### src/rtl/morse_pkg.sv
`default_nettype none
// +----------------------------------------------------------------------+
// | Module  : morse_pkg                                                  |
// | Purpose : Shared constants and player state encoding for the Morse   |
// |           playback path (element/gap durations in Morse time units). |
// | Ports   : none (package)                                             |
// | Revision: 1.0  initial release                                       |
// +----------------------------------------------------------------------+
package morse_pkg;

  localparam int MORSE_MAX_LEN = 40;
  localparam int MORSE_CODE_W  = 40;
  localparam int MORSE_LEN_W   = 6;

  // Durations in Morse time units; the interval counter is 3 bits wide.
  localparam logic [2:0] DOT_UNITS      = 3'd1;
  localparam logic [2:0] DASH_UNITS     = 3'd3;
  localparam logic [2:0] ELEM_GAP_UNITS = 3'd1;
  localparam logic [2:0] CHAR_GAP_UNITS = 3'd3;
  localparam logic [2:0] WORD_GAP_UNITS = 3'd7;

  typedef enum logic [2:0] {
    ST_IDLE   = 3'd0,
    ST_MARK   = 3'd1,
    ST_ESPACE = 3'd2,
    ST_CGAP   = 3'd3,
    ST_DONE   = 3'd4
  } player_state_t;

  // A playable character has 1..MORSE_MAX_LEN elements (0 is a word space).
  function automatic logic len_is_char(input logic [MORSE_LEN_W-1:0] len);
    return (len != '0) && (len <= MORSE_LEN_W'(MORSE_MAX_LEN));
  endfunction

endpackage
`default_nettype wire

### src/rtl/morse_unit_timer.sv
`default_nettype none
// +----------------------------------------------------------------------+
// | Module  : morse_unit_timer                                           |
// | Purpose : Measures an interval of 'units' Morse time units, each     |
// |           UNIT_CYCLES clocks long. expire is high on the last clock  |
// |           of the interval.                                           |
// | Ports   : clk, rst_n (async, active-low)                             |
// |           clear  - restart the interval from zero on the next edge   |
// |           units  - interval length in units (1..7)                   |
// |           expire - last cycle of the requested interval              |
// | Revision: 1.0  initial release                                       |
// +----------------------------------------------------------------------+
module morse_unit_timer #(
  parameter int UNIT_CYCLES = 12500000
) (
  input  logic       clk,
  input  logic       rst_n,
  input  logic       clear,
  input  logic [2:0] units,
  output logic       expire
);

  localparam int UC_W = (UNIT_CYCLES > 1) ? $clog2(UNIT_CYCLES) : 1;
  localparam logic [UC_W-1:0] C_UNIT_LAST = UC_W'(UNIT_CYCLES - 1);

  logic [UC_W-1:0] r_cycle_cnt;
  logic [2:0]      r_unit_cnt;
  logic            w_unit_end;

  assign w_unit_end = (r_cycle_cnt == C_UNIT_LAST);
  assign expire     = w_unit_end && (r_unit_cnt == (units - 3'd1));

  always_ff @(posedge clk or negedge rst_n) begin
    if (!rst_n) begin
      r_cycle_cnt <= '0;
      r_unit_cnt  <= '0;
    end else if (clear) begin
      r_cycle_cnt <= '0;
      r_unit_cnt  <= '0;
    end else if (w_unit_end) begin
      r_cycle_cnt <= '0;
      r_unit_cnt  <= r_unit_cnt + 3'd1;
    end else begin
      r_cycle_cnt <= r_cycle_cnt + UC_W'(1);
    end
  end

endmodule
`default_nettype wire

### src/rtl/morse_player.sv
`default_nettype none
// +----------------------------------------------------------------------+
// | Module  : morse_player                                               |
// | Purpose : Replays one encoded Morse character (or a word space) as a |
// |           timed keying signal plus a gated square-wave tone.         |
// | Ports   : clk, rst_n (async, active-low)                             |
// |           start, abort, code_in[39:0], len_in[5:0]   - request      |
// |           busy, done, error                          - status       |
// |           key_out, tone_out                          - playback     |
// | Revision: 1.0  initial release                                       |
// +----------------------------------------------------------------------+
module morse_player
  import morse_pkg::*;
#(
  parameter int UNIT_CYCLES = 12500000,
  parameter int TONE_HALF   = 25000
) (
  input  logic        clk,
  input  logic        rst_n,
  input  logic        start,
  input  logic        abort,
  input  logic [39:0] code_in,
  input  logic [5:0]  len_in,
  output logic        busy,
  output logic        done,
  output logic        error,
  output logic        key_out,
  output logic        tone_out
);

  localparam int TH_W = (TONE_HALF > 1) ? $clog2(TONE_HALF) : 1;
  localparam logic [TH_W-1:0] C_TONE_LAST = TH_W'(TONE_HALF - 1);

  player_state_t r_state, w_state_nxt;

  logic [MORSE_CODE_W-1:0] r_code;
  logic [MORSE_LEN_W-1:0]  r_idx;
  logic [2:0]              r_gap, w_gap_nxt;
  logic [TH_W-1:0]         r_tone_cnt;

  logic       w_start_ok;
  logic       w_latch;
  logic       w_idx_dec;
  logic       w_timer_clear;
  logic [2:0] w_timer_units;
  logic       w_expire;
  logic       w_busy_d, w_key_d, w_done_d, w_err_d;

  morse_unit_timer #(
    .UNIT_CYCLES (UNIT_CYCLES)
  ) u_timer (
    .clk    (clk),
    .rst_n  (rst_n),
    .clear  (w_timer_clear),
    .units  (w_timer_units),
    .expire (w_expire)
  );

  // A start arriving while the done pulse is still visible is not taken;
  // the next request is accepted from the cycle after done.
  assign w_start_ok = start && !abort && !done;

  always_comb begin
    w_state_nxt   = r_state;
    w_gap_nxt     = r_gap;
    w_latch       = 1'b0;
    w_idx_dec     = 1'b0;
    w_err_d       = 1'b0;
    w_timer_clear = 1'b0;
    w_timer_units = DOT_UNITS;

    unique case (r_state)
      ST_IDLE: begin
        w_timer_clear = 1'b1;
        if (w_start_ok) begin
          if (len_in == '0) begin
            w_state_nxt = ST_CGAP;
            w_gap_nxt   = WORD_GAP_UNITS;
          end else if (len_is_char(len_in)) begin
            w_state_nxt = ST_MARK;
            w_latch     = 1'b1;
          end else begin
            w_err_d = 1'b1;
          end
        end
      end
      ST_MARK: begin
        w_timer_units = r_code[r_idx] ? DASH_UNITS : DOT_UNITS;
        if (abort) begin
          w_state_nxt = ST_IDLE;
        end else if (w_expire) begin
          if (r_idx == '0) begin
            w_state_nxt = ST_CGAP;
            w_gap_nxt   = CHAR_GAP_UNITS;
          end else begin
            w_state_nxt = ST_ESPACE;
            w_idx_dec   = 1'b1;
          end
        end
      end
      ST_ESPACE: begin
        w_timer_units = ELEM_GAP_UNITS;
        if (abort)         w_state_nxt = ST_IDLE;
        else if (w_expire) w_state_nxt = ST_MARK;
      end
      ST_CGAP: begin
        w_timer_units = r_gap;
        if (abort)         w_state_nxt = ST_IDLE;
        else if (w_expire) w_state_nxt = ST_DONE;
      end
      ST_DONE: begin
        w_state_nxt = ST_IDLE;
      end
      default: begin
        w_state_nxt = ST_IDLE;
      end
    endcase

    // Every state entry restarts the interval so each one is exact.
    if (w_state_nxt != r_state) w_timer_clear = 1'b1;

    // Status outputs follow the state one cycle later, except that abort
    // drops them together with the state.
    w_busy_d = ((r_state == ST_MARK) || (r_state == ST_ESPACE) ||
                (r_state == ST_CGAP)) && !abort;
    w_key_d  = (r_state == ST_MARK) && !abort;
    w_done_d = (r_state == ST_DONE) && !abort;
  end

  always_ff @(posedge clk or negedge rst_n) begin
    if (!rst_n) r_state <= ST_IDLE;
    else        r_state <= w_state_nxt;
  end

  always_ff @(posedge clk or negedge rst_n) begin
    if (!rst_n) begin
      r_code  <= '0;
      r_idx   <= '0;
      r_gap   <= '0;
      busy    <= 1'b0;
      done    <= 1'b0;
      error   <= 1'b0;
      key_out <= 1'b0;
    end else begin
      if (w_latch) begin
        r_code <= code_in;
        r_idx  <= len_in - 6'd1;
      end else if (w_idx_dec) begin
        r_idx  <= r_idx - 6'd1;
      end
      r_gap   <= w_gap_nxt;
      busy    <= w_busy_d;
      done    <= w_done_d;
      error   <= w_err_d;
      key_out <= w_key_d;
    end
  end

  // Tone divider: held at zero outside a mark, and also on the first mark
  // cycle so every mark starts with tone_out low.
  always_ff @(posedge clk or negedge rst_n) begin
    if (!rst_n) begin
      r_tone_cnt <= '0;
      tone_out   <= 1'b0;
    end else if (!w_key_d || !key_out) begin
      r_tone_cnt <= '0;
      tone_out   <= 1'b0;
    end else if (r_tone_cnt == C_TONE_LAST) begin
      r_tone_cnt <= '0;
      tone_out   <= ~tone_out;
    end else begin
      r_tone_cnt <= r_tone_cnt + TH_W'(1);
    end
  end

endmodule
`default_nettype wire

### config.mk
export PLATFORM = sky130hd
export DESIGN_NAME = morse_player
export DESIGN_NICKNAME = d
export VERILOG_FILES = /design/src/rtl/morse_pkg.sv /design/src/rtl/morse_unit_timer.sv /design/src/rtl/morse_player.sv
export SDC_FILE = /design/constraint.sdc
export NUM_CORES = 1
export LEC_CHECK = 0
export ABC_AREA = 0
export BUFFER_PORTS_ARGS = -buffer_cell sky130_fd_sc_hd__buf_2
export CAP_MARGIN = 0
export CORE_ASPECT_RATIO = 0.6
export CORE_MARGIN = 1.5
export CORE_UTILIZATION = 48
export DETAILED_ROUTE_END_ITERATION = 10
export PLACE_DENSITY = 0.68
export SYNTH_ARGS = -nofsm -noshare
export SYNTH_HDL_FRONTEND = slang
export SYNTH_SLANG_ARGS = --single-unit
export TNS_END_PERCENT = 10
### constraint.sdc
create_clock -name clk -period 4.3 [get_ports clk]
set_clock_uncertainty 0.2 [all_clocks]
set_input_delay 0.645 -clock clk [delete_from_list [all_inputs] [get_ports clk]]
set_output_delay 0.645 -clock clk [all_outputs]
set_load 0.02 [all_outputs]
Word level (Yosys, flattened, before mapping):

Index checks and enable logic that the tools add are counted.

* $mul: 0
* multiplexer cells: 45
* equality and inequality tests: 13
* shifts and indexed selects: 0
* add/sub/neg operators: 6
* div/mod/pow operators: 0
* reductions and logical operators: 23
* order comparisons: 2
* bitwise logic cells: 1

Operators by type and width (number)
* $mux W24: 2
* $mux W3: 16
* $mux W15: 2
* $add A24 B1 Y24 const B: 1
* $eq A24 B24 Y1 const B: 1
* $mux W1: 18
* $add A15 B1 Y15 const B: 1
* $eq A15 B15 Y1 const B: 1
* $logic_not A6 Y1: 2
* $mux W6: 2
* $pmux W3 S2: 2
* $pmux W3 S4: 1
* $sub A6 B1 Y6 const B: 2
* $ne A2 B2 Y1 const B: 4
* $reduce_bool A2 Y1: 4
* $logic_and A1 B1 Y1: 7
* $lt A6 B7 Y1 const B: 1
* $bmux W1 S6: 1
* $eq A3 B2 Y1 const B: 2
* $le A6 B6 Y1 const B: 1
* $reduce_and A6 Y1: 1
* $reduce_bool A6 Y1: 1
* $logic_not A1 Y1: 4
* $add A3 B1 Y3 const B: 1
* other kinds (10): 12

* RAM bits: 0
* logic and storage cells: 102
* ROM bits: 0
* memories: 0
* register bits after elaboration: 99
* output and inout port bits: 5
* bits of input ports: 50
* latch bits: 0

Depth between registers and ports, before layout:

* depth in word-level cells: 13
* gate-level depth with buffers: 14
* gate-level depth less buffers: 13

Cells and area by module:

A second synthesis with hierarchy kept.

* cells, all modules: 445
* area total of the unflattened synthesis: 4953.5 µm²

By module, submodules not included
* morse_player: cells an instance 292, instances 1, sequential area each 1776.7 µm², area an instance 3485.8 µm²
* morse_unit_timer: cells an instance 153, instances 1, sequential area each 675.6 µm², area an instance 1467.7 µm²

Worst setup path before layout:

No wires, ideal clock.

* kind: reg-to-reg
* start: register r_idx[0]
* end: register r_idx[4]
* library setup time: 82 ps
* stages on the path, launching flop included: 14
* required time: 4018 ps
* slack: 836 ps
* arrival time: 3182 ps
* period minus slack after synthesis: 3464 ps
* buffers on the path: 1
* path through: dfrtp_1 -> buf_2 -> mux4_2 -> nand2_1 -> a31oi_1 -> o2111ai_1 -> o221a_2 -> ha_1 -> xnor2_1 -> or3_1 -> a21oi_2 -> o21ai_2 -> or4_1 -> a31oi_1

* longest elaborated chain between the ends: 11
* elaborated cells on any way between the ends: 16
* classes of those cells: 2 x add/sub; 1 x eq/ne; 10 x mux; 3 x reduce/logical

Ends and longest elaborated chain
* start, declared: RTL line morse_player.sv:37 `logic [MORSE_LEN_W-1:0] r_idx;`
* start signal, assigned: RTL line morse_player.sv:147 `r_idx <= len_in - 6'd1;`
* start signal, assigned: RTL line morse_player.sv:149 `r_idx <= r_idx - 6'd1;`
* $bmux W1 S6: RTL line morse_player.sv:88 `w_timer_units = r_code[r_idx] ? DASH_UNITS : DOT_UNITS;`
* $mux W1 (implied by the code): RTL line morse_player.sv:88
* $mux W2: RTL line morse_player.sv:88
* $pmux W3 S2: RTL line morse_player.sv:72 `unique case (r_state)`
* $sub A3 B1 Y3: RTL line morse_unit_timer.sv:31 `assign expire = w_unit_end && (r_unit_cnt == (units - 3'd1));`
* $eq A3 B3 Y1: RTL line morse_unit_timer.sv:31
* $logic_and A1 B1 Y1: RTL line morse_unit_timer.sv:31
* $mux W1: RTL line morse_player.sv:91 `end else if (w_expire) begin`
* $mux W1: RTL line morse_player.sv:89 `if (abort) begin`
* $mux W1: RTL line morse_player.sv:72
* $reduce_bool A2 Y1 (no line)

Several ways; a longest one is shown, not always the timed one. The select of a mux whose other input is x is not followed.
A chain may end at the register's enable or synchronous reset.

Final worst setup path:

* start: register r_idx[0]
* end: register r_idx[5]

Same word-level chain as after synthesis.

==> flow_summary.yaml <==
route:
  via_per_inst: 5.38
  drtAntennaViolNets: 0
  drc: 0
  wl_met3_um: 492
  wl_met2_um: 3640
  met1_length_um: 5020
  first_iter_violations: 275
  firstDrtPassIters: 4
  wirelength_um: 9230
  vias: 3251
  drt-wirelength-per-cell_um: 15.3
  highest_layer: "met4"
floorplanning:
  ios: 55
  rows: 27
  start_util_pct: 50.4
  die_area_um2: 10500
  core_um2: 9390
  fp.dieH_um: 79.9
  die_w_um: 131
finish:
  antennaDiodeCount: 0
  fin_util_pct: 58.1
  syn_to_final_growth_pct: 15.3
  drive_gt1_share_pct: 27.8
  layout_commonest_cell: "dfrtp_1"
  nNetsFinal: 524
  design_area_um2: 5460
  final_cell_mix: "98 x dfrtp_1, 55 x nor2_1, 53 x buf_2, 40 x mux2_2, 32 x nand2_1"
run_status:
  outcome: "finished clean"
critical_path:
  crit_arrival_ns: 3.95
  critPathLaunchType: "register"
  crit_type: "reg2reg"
  cp_max_fo: 16
  required_ns: 4.30
  end_kind: "register"
  r2r_cells: 13
synth:
  synthArstFlopShare_pct: 100
  ys_seq_area_share_pct: 51.8
  synth_area_leaders: "dfrtp_1 52%, mux2_2 9.5%, xor2_1 5.0%"
  syn_nets: 468
  synth_cell_types: 57
  synth_edf_count: 0
  synth_ff_type: "dfrtp_1"
  yosys_warnings: 0
  netlist_area_um2: 4740
  synth_area_per_cell_um2: 11.5
  ys_ff_latch: 98
  netlist.area_leader.share_pct: 51.8
  yosys.area.top_type: "dfrtp_1"
  postSynthCellCount: 413
pwr:
  p_leak_nw: 2.35
  p_per_area_nw_per_um2: 440
  vdd_drop_max_v: 0.000272
timing:
  hold_viol: 0
  fin_ws_ns: 0.354
  setup_tns_ns: 0
  tightest_slew_ns: 0.975
  min_period_ns: 3.95
  setup_viol: 0
  finalCritPeriodShare_pct: 91.8
  rsz0062_at_grt: "no"
  slew_headroom_pct: 35.0
  fmax_mhz: 253
  finalMaxSlewViolations: 0
clock_tree:
  htree_levels: 3
  clockRootBuffer: "clkbuf_16"
  cts_tree: "built"
  insertion_delay_ns: 0.34
  cts_made_buffers: 9
  cts_setup_buffers: 0
  cts.sinks: 98
  clock_path_buffers: 2
  hold_buffers: 0
  post_cts_resized: 0
  clkTransAtPathRegs_ns: 0.07
run:
  cap_viol_max_count: 0
grt:
  gr-total-overflow: 0
  grt_pass1_wl_um: 15600
  antenna_found_initial: 0
  grt_pass1_vias: 3118
  grt_max_degree: 73
  grtUsageTotal_pct: 19.0
placed_design:
  dpl.hpwl_um: 6610
  io_buffers: 54
  place_congestion: 0.785
  dp_slack_ns: 0.387
  placed_area_um2: 5140
worst_hold_path:
  hp-class: "in2async"
layout make-up:
type	instances	area, um^2
well taps	130	163
clock buffers	11	243
fillers	820	3930
inverters	7	26.3
multi-input cells	296	2200
clock inverters	5	77.6
flip-flops and latches	98	2450
repair buffers	57	295
per-stage QoR:
stage | hold slack (ns) | power, W | std cells
after CTS | 0.264 | 0.00242 | 604
final | 0.236 | 0.00240 | 604
after floorplan | 0.149 | 0.00142 | 413
after global placement | 0.247 | 0.00154 | 588
after detailed placement | 0.255 | 0.00156 | 588
after global routing | 0.279 | 0.00252 | 604
Yosys cell counts, types with 5 or more instances:
master and n:
nand3_1 17, dfrtp_1 98, xor2_1 27, nand4_1 7
inv_1 7, xnor2_1 15, and3_1 8, mux4_2 10
nor2_1 55, nor3_1 5, ha_1 5, o21ai_0 6
mux2_2 40, buf_2 7, mux2i_1 5, nand2_1 32
or3_1 8
report_power, final:
part	switching (W)	total [W]	leakage [nW]	internal, W
logic	0.000167	0.000398	0.935	0.000231
clock network	0.000336	0.000860	0.156	0.000524
registers	0.000108	0.00114	1.26	0.00104
worst max-delay path, stage by stage (launching register included):
cell and delay, ns:
dfrtp_1 0.58, mux4_2 0.54, and2_0 0.16, a211oi_1 0.20
a31oi_1 0.08, o2111ai_1 0.19, o221a_2 0.21, ha_1 0.15
xnor2_1 0.09, or3_1 0.37, a21oi_2 0.14, o21ai_2 0.19
o311ai_0 0.53, o31ai_1 0.14
final timing paths:
kind                                         startpoint                                 to  slack (ns)
worst max-delay path               r_idx[0]$_DFFE_PN0P_               r_idx[5]$_DFFE_PN0P_        0.35
worst min-delay path                              rst_n  u_timer.r_cycle_cnt[12]$_DFF_PN0_        0.24
worst max register to register     r_idx[0]$_DFFE_PN0P_               r_idx[5]$_DFFE_PN0P_        0.35
worst min register to register  r_tone_cnt[0]$_DFF_PN0_            r_tone_cnt[0]$_DFF_PN0_        0.26
max in group asynchronous                         rst_n              r_code[9]$_DFFE_PN0P_        2.79
min in group clk                r_tone_cnt[0]$_DFF_PN0_            r_tone_cnt[0]$_DFF_PN0_        0.26
routing by layer:
metal | global-route usage (%) | vias up
li1 | - | 1583
met1 | 29.5 | 1584
met2 | 25.0 | 75
met3 | 5.52 | 9
met4 | 5.73 | 0
met5 | 0 | -
state kept, by name (all words and copies together) (netlist names):
signal,flops
u_timer.r_cycle_cnt,24
u_timer.r_unit_cnt,3
error,1
r_code,40
r_gap,2
r_tone_cnt,15
busy,1
r_idx,6
r_state,3
done,1
tone_out,1
key_out,1
kinds of logic (layout without fill, tap and decap cells):
family,Yosys count,after routing,synth area share [%]
adders and majority gates,5,5,1.32
xor gates and xnor gates,42,42,7.77
muxes,55,55,15.3
and+or+nand+nor,161,161,17.1
AOI/OAI and AO/OA,33,33,4.89
buffers and inverters,19,80,1.77
DFF,98,98,51.8
Power figures use the tool's default switching activity.
